<file path="src/rtl/scpu_run_ctrl.sv">
// scpu_run_ctrl: run/debug sequencer for the single-cycle CPU.
// It gates the core clock enable through CPU reset, free-run, single-step and halt.
// It walks the register file through the debug read port and streams each
// register out over a valid/ready interface.
// It also keeps a saturating retired-cycle counter with an optional runaway timeout.
module scpu_run_ctrl #(
    parameter int          NREGS      = 32,
    parameter int          XLEN       = 32,
    parameter int          CYC_W      = 32,
    parameter int unsigned MAX_CYCLES = 0
) (
    input  logic                     clk,
    input  logic                     reset,
    input  logic                     cmd_run,
    input  logic                     cmd_step,
    input  logic                     cmd_stop,
    input  logic                     cmd_dump,
    output logic                     cpu_reset,
    output logic                     cpu_en,
    input  logic                     cpu_halt,
    input  logic                     cpu_dump,
    output logic [$clog2(NREGS)-1:0] dbg_raddr,
    input  logic [XLEN-1:0]          dbg_rdata,
    output logic                     dump_valid,
    input  logic                     dump_ready,
    output logic [$clog2(NREGS)-1:0] dump_idx,
    output logic [XLEN-1:0]          dump_data,
    output logic [CYC_W-1:0]         cycle_count,
    output logic                     halted,
    output logic                     timeout
);

    localparam int                AW         = $clog2(NREGS);
    localparam logic [AW-1:0]     FIRST_IDX  = AW'(1);
    localparam logic [AW-1:0]     LAST_IDX   = AW'(NREGS - 1);
    localparam logic [CYC_W:0]    MAX_EXT    = (CYC_W+1)'(MAX_CYCLES);
    localparam logic              TIMEOUT_EN = (MAX_CYCLES != 0);

    typedef enum logic [2:0] {
        ST_CPURST   = 3'd0,
        ST_IDLE     = 3'd1,
        ST_RUN      = 3'd2,
        ST_STEP     = 3'd3,
        ST_DUMP_RD  = 3'd4,
        ST_DUMP_OUT = 3'd5,
        ST_HALTED   = 3'd6
    } state_t;

    state_t             state_r;
    state_t             ret_r;
    logic               rst_cnt_r;
    logic [AW-1:0]      idx_r;
    logic [XLEN-1:0]    dump_data_r;
    logic [CYC_W-1:0]   cycle_count_r;
    logic               halted_r;
    logic               timeout_r;
    logic               cpu_reset_r;
    logic               cpu_en_r;
    logic               dump_valid_r;

    state_t             state_nxt_s;
    state_t             ret_nxt_s;
    state_t             cont_s;
    logic [AW-1:0]      idx_nxt_s;
    logic               halt_set_s;
    logic               tmo_set_s;
    logic               tmo_hit_s;

    // Timeout fires on the enabled cycle that would make the count reach MAX_CYCLES.
    always_comb begin
        tmo_hit_s = 1'b0;
        if (TIMEOUT_EN && (({1'b0, cycle_count_r} + (CYC_W+1)'(1)) == MAX_EXT)) begin
            tmo_hit_s = 1'b1;
        end else begin
            tmo_hit_s = 1'b0;
        end
    end

    // Next-state logic: command decode, core-signal priority and dump sequencing.
    always_comb begin
        state_nxt_s = state_r;
        ret_nxt_s   = ret_r;
        idx_nxt_s   = idx_r;
        halt_set_s  = 1'b0;
        tmo_set_s   = 1'b0;
        cont_s      = (state_r == ST_RUN) ? ST_RUN : ST_IDLE;
        case (state_r)
            ST_CPURST: begin
                if (rst_cnt_r) begin
                    state_nxt_s = ST_IDLE;
                end else begin
                    state_nxt_s = ST_CPURST;
                end
            end
            ST_IDLE: begin
                if (cmd_dump) begin
                    state_nxt_s = ST_DUMP_RD;
                    ret_nxt_s   = ST_IDLE;
                    idx_nxt_s   = FIRST_IDX;
                end else if (cmd_step) begin
                    state_nxt_s = ST_STEP;
                end else if (cmd_run) begin
                    state_nxt_s = ST_RUN;
                end else begin
                    state_nxt_s = ST_IDLE;
                end
            end
            ST_RUN, ST_STEP: begin
                // Both states are enabled cycles; halt beats timeout beats dump beats stop.
                if (cpu_halt) begin
                    state_nxt_s = ST_DUMP_RD;
                    ret_nxt_s   = ST_HALTED;
                    idx_nxt_s   = FIRST_IDX;
                    halt_set_s  = 1'b1;
                end else if (tmo_hit_s) begin
                    state_nxt_s = ST_DUMP_RD;
                    ret_nxt_s   = ST_HALTED;
                    idx_nxt_s   = FIRST_IDX;
                    halt_set_s  = 1'b1;
                    tmo_set_s   = 1'b1;
                end else if (cpu_dump) begin
                    state_nxt_s = ST_DUMP_RD;
                    ret_nxt_s   = cont_s;
                    idx_nxt_s   = FIRST_IDX;
                end else if ((state_r == ST_RUN) && cmd_stop) begin
                    state_nxt_s = ST_IDLE;
                end else begin
                    state_nxt_s = cont_s;
                end
            end
            ST_DUMP_RD: begin
                state_nxt_s = ST_DUMP_OUT;
            end
            ST_DUMP_OUT: begin
                if (dump_ready) begin
                    if (idx_r == LAST_IDX) begin
                        state_nxt_s = ret_r;
                    end else begin
                        state_nxt_s = ST_DUMP_RD;
                        idx_nxt_s   = idx_r + AW'(1);
                    end
                end else begin
                    state_nxt_s = ST_DUMP_OUT;
                end
            end
            ST_HALTED: begin
                if (cmd_dump) begin
                    state_nxt_s = ST_DUMP_RD;
                    ret_nxt_s   = ST_HALTED;
                    idx_nxt_s   = FIRST_IDX;
                end else if (cmd_run) begin
                    state_nxt_s = ST_CPURST;
                end else begin
                    state_nxt_s = ST_HALTED;
                end
            end
            default: begin
                state_nxt_s = ST_CPURST;
            end
        endcase
    end

    // State, return state, CPU-reset cycle counter and dump index registers.
    always_ff @(posedge clk) begin
        if (reset) begin
            state_r   <= ST_CPURST;
            ret_r     <= ST_IDLE;
            rst_cnt_r <= 1'b0;
            idx_r     <= '0;
        end else begin
            state_r   <= state_nxt_s;
            ret_r     <= ret_nxt_s;
            rst_cnt_r <= (state_r == ST_CPURST) && (state_nxt_s == ST_CPURST);
            idx_r     <= idx_nxt_s;
        end
    end

    // Moore outputs registered from the next state so they line up with state_r.
    always_ff @(posedge clk) begin
        if (reset) begin
            cpu_reset_r  <= 1'b1;
            cpu_en_r     <= 1'b0;
            dump_valid_r <= 1'b0;
        end else begin
            cpu_reset_r  <= (state_nxt_s == ST_CPURST);
            cpu_en_r     <= (state_nxt_s == ST_RUN) || (state_nxt_s == ST_STEP);
            dump_valid_r <= (state_nxt_s == ST_DUMP_OUT);
        end
    end

    // Capture the debug read data; it is held while the beat waits for ready.
    always_ff @(posedge clk) begin
        if (reset) begin
            dump_data_r <= '0;
        end else if (state_r == ST_DUMP_RD) begin
            dump_data_r <= dbg_rdata;
        end
    end

    // Retired-cycle counter (saturating) and sticky halted/timeout flags.
    always_ff @(posedge clk) begin
        if (reset) begin
            cycle_count_r <= '0;
            halted_r      <= 1'b0;
            timeout_r     <= 1'b0;
        end else if (state_nxt_s == ST_CPURST) begin
            cycle_count_r <= '0;
            halted_r      <= 1'b0;
            timeout_r     <= 1'b0;
        end else begin
            if (cpu_en_r && (cycle_count_r != {CYC_W{1'b1}})) begin
                cycle_count_r <= cycle_count_r + CYC_W'(1);
            end
            if (halt_set_s) begin
                halted_r <= 1'b1;
            end
            if (tmo_set_s) begin
                timeout_r <= 1'b1;
            end
        end
    end

    assign cpu_reset   = cpu_reset_r;
    assign cpu_en      = cpu_en_r;
    assign dump_valid  = dump_valid_r;
    assign dbg_raddr   = idx_r;
    assign dump_idx    = idx_r;
    assign dump_data   = dump_data_r;
    assign cycle_count = cycle_count_r;
    assign halted      = halted_r;
    assign timeout     = timeout_r;

endmodule
</file>
<file path="config.mk">
export PLATFORM = sky130hd
export DESIGN_NAME = scpu_run_ctrl
export DESIGN_NICKNAME = d
export VERILOG_FILES = /design/src/rtl/scpu_run_ctrl.sv
export SDC_FILE = /design/constraint.sdc
export NUM_CORES = 1
export LEC_CHECK = 0
export ABC_AREA = 1
export CORE_UTILIZATION = 52
export DETAILED_ROUTE_END_ITERATION = 10
export PLACE_DENSITY = 0.91
export RECOVER_POWER = 25
export SLEW_MARGIN = 10
export SYNTH_ARGS = -nofsm -noshare
export SYNTH_HDL_FRONTEND = slang
export SYNTH_SLANG_ARGS = --single-unit
</file>
<file path="constraint.sdc">
create_clock -name clk -period 4.62 [get_ports clk]
set_clock_uncertainty 0.1 [all_clocks]
set_input_delay 1.386 -clock clk [delete_from_list [all_inputs] [get_ports clk]]
set_output_delay 1.386 -clock clk [all_outputs]
set_load 0.01 [all_outputs]
</file>
==> results of run 1 <==
[through the flow]
step	worst slack, ns	std cells	total power (W)	hold slack (ns)	cell area [um2]
after detailed placement	1.09	805	0.00144	0.352	5230
after CTS	1.47	821	0.00203	0.365	5460
after floorplan	2.11	613	0.00121	0.330	4120
after global routing	1.17	821	0.00211	0.399	5460
after global placement	1.19	805	0.00142	0.342	5230
final	1.34	821	0.00200	0.361	5460
[sequential cells by signal, summed over array words and instances (netlist names), 3 cells and up]
register,flops
ret_r,3
dump_data,32
state_r,3
cycle_count,32
dbg_raddr,5
[cell families (layout without fill, tap and decap cells)]
logic type / count (synthesis) / after routing / synth area share [%]
buffers and inverters: 59 / 165 / 7.74
and+or+nand+nor: 378 / 378 / 38.0
other: 1 / 1 / 0.0910
AOI/OAI and AO/OA: 76 / 76 / 11.0
xor gates and xnor gates: 16 / 16 / 3.40
adders and majority gates: 3 / 3 / 0.911
DFF: 80 / 80 / 38.9
[critical path, cell delays in order]
cell           delay (ns)
dlygate4sd3_1        0.58
inv_1                0.13
nand2_1              0.08
nand2_1              0.07
nand3_1              0.10
nor2_1               0.18
nand3_2              0.12
nand2_2              0.64
nor2_1               0.11
[routing by layer]
layer	GRT usage, %	routed length, um	part of all wire (%)	vias to the layer above
li1	-	-	-	2131
met3	7.29	1040	9.8	35
met2	48.0	5080	48	202
met5	0	0	0	-
met4	14.3	314	3.0	0
met1	28.9	4180	39	1939
[worst min path at each step]
stage | startpoint | endpoint | slack (ns) | cells after the start
floorplan | ret_r[0] | ret_r[0] | 0.33 | 2
global placement | halted | halted | 0.34 | 2
detailed placement | ret_r[2] | ret_r[2] | 0.35 | 2
CTS | ret_r[2] | ret_r[2] | 0.36 | 2
global route | ret_r[2] | ret_r[2] | 0.40 | 2
finish | halted | halted | 0.36 | 2
[where the power goes]
| group | internal (W) | switching [W] | total (W) |
|---|---|---|---|
| registers | 0.000784 | 0.0000627 | 0.000847 |
| clock network | 0.000322 | 0.000268 | 0.000589 |
| logic | 0.000226 | 0.000333 | 0.000559 |
[final cells by class]
cell class              count  area share, %
clock buffers              10           2.52
clock inverters             6           1.67
inverters                  30           2.06
multi-input cells         474           40.3
flip-flops and latches     80           29.3
well taps                 102           2.34
repair buffers            119           21.8
[synthesized netlist by cell type]
cell type	number
nand2_2	4
nor4_1	1
inv_1	28
clkbuf_1	11
nand3_1	26
xnor2_1	8
nor2_1	139
nor2_2	3
o21ai_0	40
nor3_1	1
buf_4	12
dfxtp_1	80
xor2_1	8
inv_2	2
nand3b_1	11
nand2_1	183
nand3_2	1
conb_1	1
buf_12	3
a21oi_2	19
buf_2	3
nand2_4	2
nor2_4	3
ha_1	3
nand4_1	4
a21oi_1	17
==> results by group, run 1 <==
Status
  • Run status: complete, no violations

Routing
  • Drt total wl: 10,600 um
  • Via total after detailed routing: 4,307
  • Residual antenna-violating net count after detailed routing: 0
  • Number of vias per cell after detailed routing: 5.25
  • Routed length per instance: 12.9 um
  • Initial DRC count: 164
  • Pre-Repair DR Iteration Count: 6
  • Detailed-route DRC error count: 0

Clock tree
  • Clk pin slew, worst setup/hold paths: 0.09 ns
  • Clock tree from TritonCTS: built
  • Setup fix buffers added after clock tree synthesis: 0
  • H-Tree Depth: 3
  • Hold-fix buffer count after cts: 0
  • Post_cts resized: 0
  • Cts bufs inserted: 9
  • Root cell of the clock tree: clkbuf_8
  • CTS Sinks: 80
  • Clock insertion delay at the later pin of the skew report: 0.36 ns
  • Maximum clock path buffer count: 2

Placed design
  • I/O Buffers: 118
  • Hpwl dp: 7650 um
  • Routability congestion estimate: 0.923

Worst setup path
  • Category of the worst setup path capture point: register
  • Reg-to-reg setup timing slack: 1.62 ns
  • Worst path arrival time: 3.40 ns
  • Critical Path End: cycle_count[22]
  • Launching element type of the critical path: input pin
  • RR Endpoint: cycle_count[22]
  • Max FO, Critical Path: 34
  • Cell count of the worst reg-to-reg path: 7
  • Origin of the worst setup path: cmd_dump
  • Kind of critical path: in2reg
  • Startpoint of the worst register-to-register path: state_r[1]
  • Data required time at the worst endpoint: 4.74 ns

Global routing
  • Final global-route overflow total: 0
  • First-pass GRT wire length: 18,000 um
  • Via count of the first global-routing pass: 4,207
  • Total global-route track usage: 26.9%
  • Maximum number of pins on one net before global-route repair: 38
  • Number of antenna violations at the first check in global routing: 0

Floorplanning
  • Area of the core region: 7690 um2
  • Starting Density: 53.6%
  • Standard-cell rows: 32
  • Full die area: 8290 um2
  • Chip Height: 91.0 um
  • IO Pins: 120
  • Width of the die: 91.0 um

Final layout
  • Area taken by multi-input logic gates: 2200 um2
  • Most common library cell in the layout ignoring fill and taps: nand2_1
  • Share of cells above drive strength 1: 7.09%
  • Share of the core filled with cells in the final layout: 71.0%
  • Fill count: 618
  • Net count reported at finish: 758
  • Area growth, synth to finish: 32.5%
  • Area taken by flip-flops and latches: 1600 um2
  • Most frequent cells in the layout: nand2_1, nor2_1, clkdlybuf4s50_1, dfxtp_1, o21ai_0
  • Total inserted antenna cells: 0

Synth
  • Total of flip-flops plus latches after synthesis: 80
  • Cell types with the largest area share after synthesis: dfxtp_1, nand2_1, nor2_1, o21ai_0, a21oi_2
  • Count of warnings emitted by yosys: 0
  • Cell accounting for the most synthesized area: dfxtp_1
  • Total standard cell area after synthesis: 4120 um2
  • Post-synthesis sequential area ratio: 38.9%
  • Proportion of netlist area held by the largest area contributor: 38.9%
  • Distinct cell type count of the synthesized netlist: 26
  • Mean post-synth cell area: 6.72 um2
  • Synthesized netlist net count: 657
  • Synthesized instance count: 613

Job
  • Max Cap Viol: 0

STA
  • Unrepaired setup endpoints after global routing: no
  • Number of setup violations in the final report: 0
  • Final period util: 71.1%
  • Hold violation count in the final report: 0
  • Slew @ Worst Pin: 0.994 ns
  • Tightest slew margin relative to the limit: 33.7%
  • Max Clock Freq: 0.304 GHz
  • Final Critical Period: 3.28 ns
  • Final Slew Violations: 0
  • Final-layout setup total negative slack: 0 ns

Power
  • Power per Cell Area: 365 nW/um2
  • Maximum VDD drop: 0.248 mV
  • Total leakage power: 2.01 nW

Min path
  • Worst min path class: reg2reg
Note: power is estimated with default switching activity, not from simulation.
==> run 2: changes to the inputs <==
--- a/config.mk
+++ b/config.mk
@@ -6,9 +6,9 @@
 export NUM_CORES = 1
 export LEC_CHECK = 0
 export ABC_AREA = 1
-export CORE_UTILIZATION = 52
+export CORE_UTILIZATION = 48
 export DETAILED_ROUTE_END_ITERATION = 10
-export PLACE_DENSITY = 0.91
+export PLACE_DENSITY = 0.85
 export RECOVER_POWER = 25
 export SLEW_MARGIN = 10
 export SYNTH_ARGS = -nofsm -noshare
==> constraint.sdc (replaced) <==
create_clock -name clk -period 3.36 [get_ports clk]
set_clock_uncertainty 0.1 [all_clocks]
set_input_delay 1.008 -clock clk [delete_from_list [all_inputs] [get_ports clk]]
set_output_delay 1.008 -clock clk [all_outputs]
set_load 0.01 [all_outputs]
==> results by group, run 2 (synthesized netlist as in run 1, its figures left out) <==
Clock tree
  • Maximum clock path buffer count: 2
  • Post_cts resized: 0
  • Hold-fix buffer count after cts: 0
  • Clock insertion delay at the later pin of the skew report: 0.35 ns
  • Setup fix buffers added after clock tree synthesis: 0
  • Cts bufs inserted: 9
  • CTS Sinks: 80
  • H-Tree Depth: 3
  • Root cell of the clock tree: clkbuf_8
  • Clk pin slew, worst setup/hold paths: 0.08 ns
  • Clock tree from TritonCTS: built

Power
  • Power per Cell Area: 497 nW/um2
  • Maximum VDD drop: 0.412 mV
  • Total leakage power: 1.90 nW

Global routing
  • Number of antenna violations at the first check in global routing: 0
  • First-pass GRT wire length: 17,800 um
  • Maximum number of pins on one net before global-route repair: 38
  • Final global-route overflow total: 0
  • Via count of the first global-routing pass: 4,004
  • Total global-route track usage: 25.0%

Floorplanning
  • Starting Density: 49.9%
  • Area of the core region: 8260 um2
  • Standard-cell rows: 33
  • Chip Height: 94.7 um
  • IO Pins: 120
  • Full die area: 8960 um2
  • Width of the die: 94.7 um

Routing
  • Detailed-route DRC error count: 0
  • Residual antenna-violating net count after detailed routing: 0
  • Routed length per instance: 12.9 um
  • Drt total wl: 10,600 um
  • Pre-Repair DR Iteration Count: 6
  • Initial DRC count: 216
  • Number of vias per cell after detailed routing: 5.16
  • Via total after detailed routing: 4,267

Final layout
  • Area growth, synth to finish: 32.5%
  • Non-Filler Instances: 827
  • Total inserted antenna cells: 0
  • Net count reported at finish: 761
  • Most frequent cells in the layout: nand2_1, nor2_1, clkdlybuf4s50_1, dfxtp_1, o21ai_0
  • Share of cells above drive strength 1: 7.34%
  • Most common library cell in the layout ignoring fill and taps: nand2_1

STA
  • Final-layout setup total negative slack: 0 ns
  • Hold violation count in the final report: 0
  • Number of setup violations in the final report: 0
  • Unrepaired setup endpoints after global routing: no
  • Tightest slew margin relative to the limit: 36.4%
  • Slew @ Worst Pin: 0.952 ns
  • Final Slew Violations: 0
  • Final Critical Period: 2.66 ns
  • Max Clock Freq: 0.376 GHz
  • Final period util: 79.1%

Worst setup path
  • Largest delay contributor family on the critical path: buffers and inverters
  • Cell with the largest stage delay on the worst path: clkdlybuf4s50_1
  • Critical Path Max Stage Delay: 0.62 ns
  • Data required time at the worst endpoint: 2.25 ns
  • Kind of critical path: reg2out
  • Launching element type of the critical path: register
  • Category of the worst setup path capture point: output port
  • Bufs and invs on worst path: 1
  • CP cell instances: clkdlybuf4s50_1
  • Max FO, Critical Path: 9
  • Worst path arrival time: 1.55 ns

Placed design
  • Number of cells in the design after placement: 811
  • I/O Buffers: 118
  • Routability congestion estimate: 0.986
  • Hpwl dp: 7860 um

Min path
  • Worst min path class: reg2reg

Job
  • Max Cap Viol: 0

Status
  • Run status: complete, no violations
-- run 2: path summary, 6_finish.rpt --
kind | depth (start not counted) | to | slack (ns) | start
setup / recovery | 1 | cpu_en | 0.70 | cpu_en
hold reg to reg | 2 | ret_r[2] | 0.37 | ret_r[2]
hold / removal | 2 | ret_r[2] | 0.37 | ret_r[2]
setup reg to reg | 10 | cycle_count[27] | 0.91 | cycle_count[0]
-- run 2: area by class of cell --
class                   instances  area (um2)
repair buffers                122        1220
multi-input cells             474        2200
fillers                       685        2800
clock inverters                 7        72.6
clock buffers                   9         124
inverters                      30         113
flip-flops and latches         80        1600
well taps                     105         131
-- run 2: metal layers --
metal  global-route usage, %  share of wire (%)
met1                    27.7                 39
met2                    43.7                 50
met3                    8.86                8.9
met4                    9.60                2.2
met5                       0                  0
-- run 2: metrics by stage --
stage	util, %	worst slack (ns)	hold WS, ns	area, um2	power (W)
finish	66.2	0.701	0.367	5460	0.00271
global route	66.2	0.559	0.402	5460	0.00287
CTS	66.2	0.678	0.361	5470	0.00274
detailed placement	63.8	0.575	0.349	5270	0.00203
global placement	63.8	0.685	0.342	5270	0.00200
floorplan	-	1.23	0.330	4120	0.00167
-- run 2: report_power, final --
group          internal (W)  switching (W)  total (W)
logic              0.000373       0.000469   0.000842
registers           0.00108      0.0000865    0.00117
clock network      0.000343       0.000365   0.000707
